===== src/rtl/video_src_sched.sv =====
// Frame-synchronous video source scheduler: queues source-switch requests and applies them at V start.
// Optional auto-cycle dwell timer is enabled by defining VSS_AUTO_CYCLE_EN.
module video_src_sched #(
  parameter int unsigned DWELL_FRAMES = 60,
  parameter int unsigned MIN_HOLD     = 2
) (
  input  logic       clk_i,
  input  logic       rst_n_i,
  input  logic       cen_i,
  input  logic [3:0] fvht_i,
  input  logic       req_i,
  input  logic       req_src_i,
  input  logic       auto_en_i,
  output logic       vid_sel_o,
  output logic       ack_o,
  output logic       pending_o,
  output logic       switch_o,
  output logic [7:0] frame_cnt_o
);

  localparam logic [1:0] ST_IDLE = 2'd0;
  localparam logic [1:0] ST_PEND = 2'd1;
  localparam logic [1:0] ST_HOLD = 2'd2;

  logic [1:0] r_state;
  logic [1:0] w_state_d;
  logic       r_v_d1;
  logic [7:0] r_frame_cnt;
  logic       r_vid_sel;
  logic       w_vid_sel_d;
  logic       r_target;
  logic       w_target_d;
  logic       r_queued;
  logic       w_queued_d;
  logic [3:0] r_hold_cnt;
  logic [3:0] w_hold_cnt_d;
  logic       r_ack;
  logic       r_switch;
  logic       w_switch_d;
  logic       w_vstart;
  logic       w_req;
  logic       w_tgt;
  logic       w_auto_go;
  logic       w_unused;

  assign w_vstart = cen_i & fvht_i[2] & ~r_v_d1;
  assign w_req    = cen_i & req_i;

  always_comb begin
    w_state_d    = r_state;
    w_vid_sel_d  = r_vid_sel;
    w_target_d   = r_target;
    w_queued_d   = r_queued;
    w_hold_cnt_d = r_hold_cnt;
    w_switch_d   = 1'b0;
    w_tgt        = w_req ? req_src_i : r_target;
    case (r_state)
      ST_IDLE: begin
        // A request in the same cycle as vstart only queues; it applies at the next frame.
        if (w_req) begin
          if (req_src_i != r_vid_sel) begin
            w_target_d = req_src_i;
            w_queued_d = 1'b1;
            w_state_d  = ST_PEND;
          end
        end else if (w_auto_go) begin
          w_target_d = ~r_vid_sel;
          w_queued_d = 1'b1;
          w_state_d  = ST_PEND;
        end
      end
      ST_PEND: begin
        if (w_tgt == r_vid_sel) begin
          w_state_d  = ST_IDLE;
          w_queued_d = 1'b0;
        end else if (w_vstart) begin
          w_vid_sel_d  = w_tgt;
          w_switch_d   = 1'b1;
          w_hold_cnt_d = 4'(MIN_HOLD);
          w_queued_d   = 1'b0;
          w_state_d    = ST_HOLD;
        end else begin
          w_target_d = w_tgt;
        end
      end
      ST_HOLD: begin
        if (w_req) begin
          w_target_d = req_src_i;
          w_queued_d = 1'b1;
        end
        if (w_vstart) begin
          if (r_hold_cnt <= 4'd1) begin
            w_hold_cnt_d = 4'd0;
            // A target equal to the current source is dropped rather than re-applied.
            if (w_queued_d && (w_target_d != r_vid_sel)) begin
              w_state_d = ST_PEND;
            end else begin
              w_state_d  = ST_IDLE;
              w_queued_d = 1'b0;
            end
          end else begin
            w_hold_cnt_d = r_hold_cnt - 4'd1;
          end
        end
      end
      default: begin
        w_state_d  = ST_IDLE;
        w_queued_d = 1'b0;
      end
    endcase
  end

  always_ff @(posedge clk_i or negedge rst_n_i) begin
    if (!rst_n_i) begin
      r_state     <= ST_IDLE;
      r_v_d1      <= 1'b1;
      r_frame_cnt <= 8'd0;
      r_vid_sel   <= 1'b0;
      r_target    <= 1'b0;
      r_queued    <= 1'b0;
      r_hold_cnt  <= 4'd0;
      r_ack       <= 1'b0;
      r_switch    <= 1'b0;
    end else begin
      r_ack    <= w_req;
      r_switch <= w_switch_d;
      if (cen_i) begin
        r_state    <= w_state_d;
        r_v_d1     <= fvht_i[2];
        r_vid_sel  <= w_vid_sel_d;
        r_target   <= w_target_d;
        r_queued   <= w_queued_d;
        r_hold_cnt <= w_hold_cnt_d;
        if (w_vstart) begin
          r_frame_cnt <= r_frame_cnt + 8'd1;
        end
      end
    end
  end

`ifdef VSS_AUTO_CYCLE_EN
  logic [7:0] r_dwell;

  // Dwell is measured in frames since the last switch, so the hold frames count toward it.
  assign w_auto_go = auto_en_i & w_vstart & (r_state == ST_IDLE)
                   & (r_dwell == 8'(DWELL_FRAMES - 1));

  always_ff @(posedge clk_i or negedge rst_n_i) begin
    if (!rst_n_i) begin
      r_dwell <= 8'd0;
    end else if (cen_i) begin
      if (w_req || w_switch_d || w_auto_go) begin
        r_dwell <= 8'd0;
      end else if (w_vstart && (r_state != ST_PEND)) begin
        r_dwell <= r_dwell + 8'd1;
      end
    end
  end

  assign w_unused = ^{fvht_i[3], fvht_i[1:0]};
`else
  assign w_auto_go = 1'b0;
  assign w_unused  = ^{auto_en_i, fvht_i[3], fvht_i[1:0], 8'(DWELL_FRAMES)};
`endif

  assign vid_sel_o   = r_vid_sel;
  assign ack_o       = r_ack;
  assign switch_o    = r_switch;
  assign frame_cnt_o = r_frame_cnt;
  assign pending_o   = (r_state == ST_PEND) | ((r_state == ST_HOLD) & r_queued);

endmodule


===== config.mk =====
export PLATFORM = sky130hd
export DESIGN_NAME = video_src_sched
export DESIGN_NICKNAME = d
export VERILOG_FILES = /design/src/rtl/video_src_sched.sv
export SDC_FILE = /design/constraint.sdc
export NUM_CORES = 1
export LEC_CHECK = 0
export CAP_MARGIN = 5
export CORE_AREA = 5 5 71 73
export CTS_CLUSTER_DIAMETER = 60
export DETAILED_ROUTE_END_ITERATION = 16
export DIE_AREA = 0 0 76 78
export DONT_BUFFER_PORTS = 1
export HOLD_SLACK_MARGIN = 0.02
export PLACE_DENSITY_LB_ADDON = 0.3
export SLEW_MARGIN = 20
export SYNTH_ARGS = -nofsm -noshare
export SYNTH_HDL_FRONTEND = slang
export SYNTH_SLANG_ARGS = --single-unit

===== constraint.sdc =====
create_clock -name clk_i -period 2.1 [get_ports clk_i]
set_clock_uncertainty 0.05 [all_clocks]
set_input_delay 0.105 -clock clk_i [delete_from_list [all_inputs] [get_ports clk_i]]
set_output_delay 0.105 -clock clk_i [all_outputs]
set_load 0.02 [all_outputs]

==> results.cfg, run 1 <==
[floorplanning]
start_util = 0.286
dieArea_um2 = 5930
ioPinCount = 22
die_w_um = 76
die_h_um = 78
rows = 24
core-area_um2 = 4290

[layout]
fill_cells = 441
antenna_cells = 0
final_cell_mix = dfrtp_1, inv_1, xnor2_1
area_delta_synth_final_pct = 17.5
final_core_util = 0.337
fin_nets = 149
drive_above_1_share = 0.153
layout_commonest_cell = dfrtp_1

[timing]
finalWorstPathRequiredPeriod_ns = 1.90
fin_tns_setup_ns = 0
slew_viol_final = 0
fmax_ghz = 0.527
rsz0062_at_grt = false
setup_viol = 0
relSlewSlack = 0.683
tightest_slew_ns = 0.475
hold_viol_final = 0
min_period_over_period = 0.904

[logic_synthesis]
synth_edf_count = 0
netlist_area_um2 = 1230
synth_ff_type = dfrtp_1
ys_types = 47
synth_cells = 119
yosysWarnings = 0
synth_seq_cells = 20
ys_seq_area_frac = 0.408
avgSynthCellArea_um2 = 10.3
syn_nets = 136
async_flop_share = 1.00

[critical_path]
worstSetupPathType = flip-flop to flip-flop
cp_max_fo = 4
critPathRequiredTime_ns = 2.20
start_kind = flip-flop
worstPathCellList = inv_1, ha_1, nor2_1, nor3_1, a21oi_1, a311oi_2, mux2_1
critical-path-max-stage-delay_ns = 0.42
cp_slowest_cell = dfrtp_1
path_delay_family = compound AO/OA/AOI/OAI gates
cp.buffers_inverters = 1
worst-r2r-cell-count = 7
worstSetupEndpointType = flip-flop
critical_path_depth = 7
r2r_slack_ns = 0.20
worstPathArrival_ns = 2.00

[place]
routabilityCongestion = 0.820
io_buffers = 0
dpl.hpwl_um = 2020

[global_routing]
grt_pass1_vias = 987
grt_max_degree = 21
grt_pass1_wl_um = 4840
grt_use_total = 0.0987
grt_overflow = 0
antenna_found_initial = 0

[clock_tree]
cts_root_buf = clkbuf_8
clk_pin_slew_worst_paths_ns = 0.08
cts_buffer_depth = 2
ctsResizeCount = 0
h-tree-depth = 1
cts_tree = done
clkSinkCount = 20
clk_latency_ns = 0.26
cts_buffers = 3

[detailed_routing]
via_per_inst = 5.12
drtIter0Drc = 22
vias = 937
antenna_left = 0
routedWlPerCell_um = 14.9
dr.pass1.iters = 4
drt_wl_total_um = 2720
drc_errors = 0

[power]
power.density_nw_per_um2 = 1250
ir_drop_v = 0.000476
power.total_mw = 1.81
leakage_nw = 0.612

[hold_path]
min_path_type = input pin to flip-flop
whs_path_depth = 2

[run]
maxCapViolations = 0

[status]
status = finished clean
layer usage:
layer  up-vias  routed length, um  global-route usage
li1        456                  -                   -
met1       457               1270               0.126
met2        22               1270               0.155
met3         2                143              0.0301
met4         0                 36              0.0391
met5         -                  0                   0
worst reg2reg max path, cell delays in order (launching register included):
cell and delay, ns:
dfrtp_1 0.42, inv_1 0.07, ha_1 0.18, nor2_1 0.06, nor3_1 0.21, a21oi_1 0.13, a311oi_2 0.33, mux2_1 0.36
final cells by class:
type / instances / area, um^2 / share of cell area
inverters: 8 / 30.0 / 0.0208
clock inverters: 1 / 30.0 / 0.0208
flip-flops and latches: 20 / 502 / 0.347
clock buffers: 3 / 41.3 / 0.0286
multi-input cells: 87 / 674 / 0.467
repair buffers: 12 / 103 / 0.0710
well taps: 52 / 65.1 / 0.0450
repair_timing:
action / CTS / global route
setup buffers: 0 / 1
hold buffers: 6 / 1
endpoints found under the setup margin: 0 / 1
hold endpoints to repair: 23 / 19
per-stage QoR:
| stage | hold WS (ns) | worst slack [ns] | instance area [um^2] | cells |
|---|---|---|---|---|
| after floorplan | -0.241 | 0.284 | 1230 | 119 |
| after global placement | -0.240 | 0.257 | 1300 | 171 |
| after detailed placement | -0.239 | 0.209 | 1300 | 171 |
| after CTS | 0.0658 | 0.182 | 1430 | 181 |
| after global routing | 0.0888 | 0.0150 | 1450 | 183 |
| final | 0.0647 | 0.201 | 1450 | 183 |
state kept, by name, summed over array words and instances (netlist names):
name         cells
r_state          2
r_v_d1           1
ack_o            1
r_hold_cnt       4
r_queued         1
vid_sel_o        1
frame_cnt_o      8
switch_o         1
r_target         1
cells by family (layout without fill, tap and decap cells):
family | after synthesis | count (layout) | share of synthesized area
simple gates | 39 | 39 | 0.196
xor+xnor | 8 | 8 | 0.0570
fa+ha+maj | 7 | 7 | 0.0712
compound gates | 29 | 29 | 0.189
mux | 4 | 4 | 0.0346
flops | 20 | 20 | 0.408
buf+inv | 12 | 24 | 0.0437
final timing paths:
check / startpoint / to
min in group asynchronous: rst_n_i / r_hold_cnt[0]
max in group asynchronous: rst_n_i / r_v_d1
worst min-delay path: req_i / vid_sel_o
worst max register to register: r_hold_cnt[0] / r_state[0]
worst max-delay path: r_hold_cnt[0] / r_state[0]
worst min register to register: r_queued / r_queued
Yosys cell counts, drive strengths merged (2+ instances only):
library cell  count  share of area
nor2              6          0.020
xnor2             8          0.057
mux2              2          0.018
nand2             7          0.021
dfrtp            19           0.39
a21oi             4          0.025
inv               8          0.024
a31oi             3          0.027
mux2i             2          0.016
nand3             2         0.0081
or4               2          0.012
a21boi            2          0.012
ha                7          0.071
buf               2          0.013
nand4             4          0.020
clkbuf            2         0.0061
and3              4          0.024
o21ai             9          0.040
o21a              2          0.012
nand3b            2          0.012
o31ai             2          0.012
nand4b            3          0.021
nor3              3          0.021
report_power, final:
| group | internal (mW) | switching (mW) | total (mW) |
|---|---|---|---|
| logic | 0.323 | 0.400 | 0.723 |
| clock network | 0.255 | 0.141 | 0.396 |
| registers | 0.498 | 0.196 | 0.694 |
| total | 1.07 | 0.738 | 1.81 |
Note: power is estimated with default switching activity, not from simulation.
==> run 2: changes to the inputs <==
--- a/config.mk
+++ b/config.mk
@@ -5,11 +5,12 @@
 export SDC_FILE = /design/constraint.sdc
 export NUM_CORES = 1
 export LEC_CHECK = 0
+export ABC_AREA = 1
 export CAP_MARGIN = 5
-export CORE_AREA = 5 5 71 73
+export CORE_AREA = 5 5 68 70
 export CTS_CLUSTER_DIAMETER = 60
 export DETAILED_ROUTE_END_ITERATION = 16
-export DIE_AREA = 0 0 76 78
+export DIE_AREA = 0 0 73 75
 export DONT_BUFFER_PORTS = 1
 export HOLD_SLACK_MARGIN = 0.02
 export PLACE_DENSITY_LB_ADDON = 0.3
==> run 2 against run 1 <==
Effect of this change:
- die area down 7.6%
- area after synthesis down 8.6%
- critical path type unchanged
- sequential share of layout area up 3.6 points
- critical endpoint is now r_hold_cnt[1]
==> results.cfg, run 2 <==
[critical_path]
worstPathArrival_ns = 1.90
r2r_slack_ns = 0.34
worstSetupPathType = flip-flop to flip-flop
critPathRequiredTime_ns = 2.24
cp_max_fo = 5
worstSetupEndpointType = flip-flop
start_kind = flip-flop

[timing]
rsz0062_at_grt = false
relSlewSlack = 0.629
finalWorstPathRequiredPeriod_ns = 1.76
hold_viol_final = 0
tightest_slew_ns = 0.551
slew_viol_final = 0
hold_slack_ns = 0.0545
fin_tns_setup_ns = 0
min_period_over_period = 0.838
fmax_ghz = 0.568
setup_viol = 0

[logic_synthesis]
synth_edf_count = 0
ys_types = 21
ys_seq_area_frac = 0.447
synth_top_area_cell = dfrtp_1
synth_ff_type = dfrtp_1
yosysWarnings = 0
avgSynthCellArea_um2 = 8.26
synth_seq_cells = 20
synth_common_cells = nand2_1, dfrtp_1, inv_1
netlist_area_um2 = 1120
post-synth-top-count-cell = nand2_1
syn_nets = 153
synth_cells = 136
synth.top_cell.area_share = 0.423
netlist_top_cells_area = dfrtp_1, nand2_1, ha_1, inv_1, nand3_1
async_flop_share = 1.00

[power]
ir_drop_v = 0.000620
leakage_nw = 0.638
power.density_nw_per_um2 = 1380

[clock_tree]
cts_tree = done
clkSinkCount = 20
cts_buffers = 3
cts_buffer_depth = 2
cts_root_buf = clkbuf_8
cts_setup_buffers = 0
clk_pin_slew_worst_paths_ns = 0.08
h-tree-depth = 1
ctsResizeCount = 0
clk_latency_ns = 0.26

[detailed_routing]
drc_errors = 0
vias = 872
routedWlPerCell_um = 11.7
via_per_inst = 4.45
antenna_left = 0
drtIter0Drc = 13
drt_wl_total_um = 2300
dr.pass1.iters = 4

[layout]
fill_cells = 423
fin_nets = 164
antenna_cells = 0
largest_reg_flops = 8
layout_commonest_cell = nand2_1
final_core_util = 0.335
layout.cells.non_filler = 196
area_delta_synth_final_pct = 16.6
drive_above_1_share = 0.123
final_cell_mix = nand2_1, inv_1, dfrtp_1, nand3_1

[global_routing]
grt_overflow = 0
antenna_found_initial = 0
grt_max_degree = 21
grt_pass1_vias = 899
grt_use_total = 0.0929
grt_pass1_wl_um = 3900

[floorplanning]
core-area_um2 = 3910
rows = 23
dieArea_um2 = 5480
ioPinCount = 22
die_w_um = 73
start_util = 0.287
die_h_um = 75

[run]
maxCapViolations = 0

[place]
dpl.hpwl_um = 1740
routabilityCongestion = 0.753
io_buffers = 0
dp.cells = 187

[hold_path]
min_path_type = input pin to flip-flop

[status]
status = finished clean
[run 2: critical path, stage by stage, from the launching register on]
cell and delay, ns:
dfrtp_1 0.40, inv_1 0.08, ha_1 0.23, o21ai_0 0.47
inv_1 0.11, o21ai_0 0.17, nor2_1 0.06, a21oi_1 0.12
[run 2: metal layers]
layer | GRT usage | routed length [um] | vias up
li1 | - | - | 453
met2 | 0.156 | 1130 | 17
met1 | 0.103 | 998 | 400
met4 | 0.0328 | 13 | 0
met5 | 0 | 0 | -
met3 | 0.0441 | 155 | 2
[run 2: per-stage QoR]
stage | worst slack (ns) | cell area [um^2] | total power, mW
detailed placement | 0.359 | 1190 | 1.42
floorplan | 0.576 | 1120 | 1.25
CTS | 0.324 | 1310 | 1.84
global placement | 0.409 | 1190 | 1.39
finish | 0.340 | 1310 | 1.81
global route | 0.0598 | 1310 | 1.98
[run 2: worst paths after layout]
kind	endpoint	from	cells after the start
max reg2reg	r_hold_cnt[1]	r_hold_cnt[0]	7
max in group asynchronous	r_v_d1	rst_n_i	2
max	r_hold_cnt[1]	r_hold_cnt[0]	7
min	frame_cnt_o[1]	fvht_i[2]	4
min reg2reg	r_target	r_target	2
min in group asynchronous	r_hold_cnt[0]	rst_n_i	2
[run 2: power by group]
group / switching, mW / total, mW / internal (mW)
Clock: 0.134 / 0.389 / 0.255
Sequential: 0.208 / 0.720 / 0.512
Combinational: 0.426 / 0.702 / 0.276
Total: 0.768 / 1.81 / 1.04
[run 2: cell families after synthesis]
kind of cell | synth area share
simple gates | 0.248
buf+inv | 0.0668
flops | 0.447
compound gates | 0.0902
xor+xnor | 0.0702
fa+ha+maj | 0.0779
[run 2: cell type report]
type	count	area, um^2	area share
clock buffer	3	41.3	0.0315
clock inverter	1	30.0	0.0229
inverter	20	75.1	0.0573
multi-input combinational	96	547	0.417
sequential	20	502	0.383
tap	50	62.6	0.0478
timing repair buffer	6	52.6	0.0401
[run 2: timing repair]
item                                    in CTS  in global routing
hold endpoints to repair                    22                 19
hold buffers                                 4                  1
endpoints found under the setup margin       0                  0
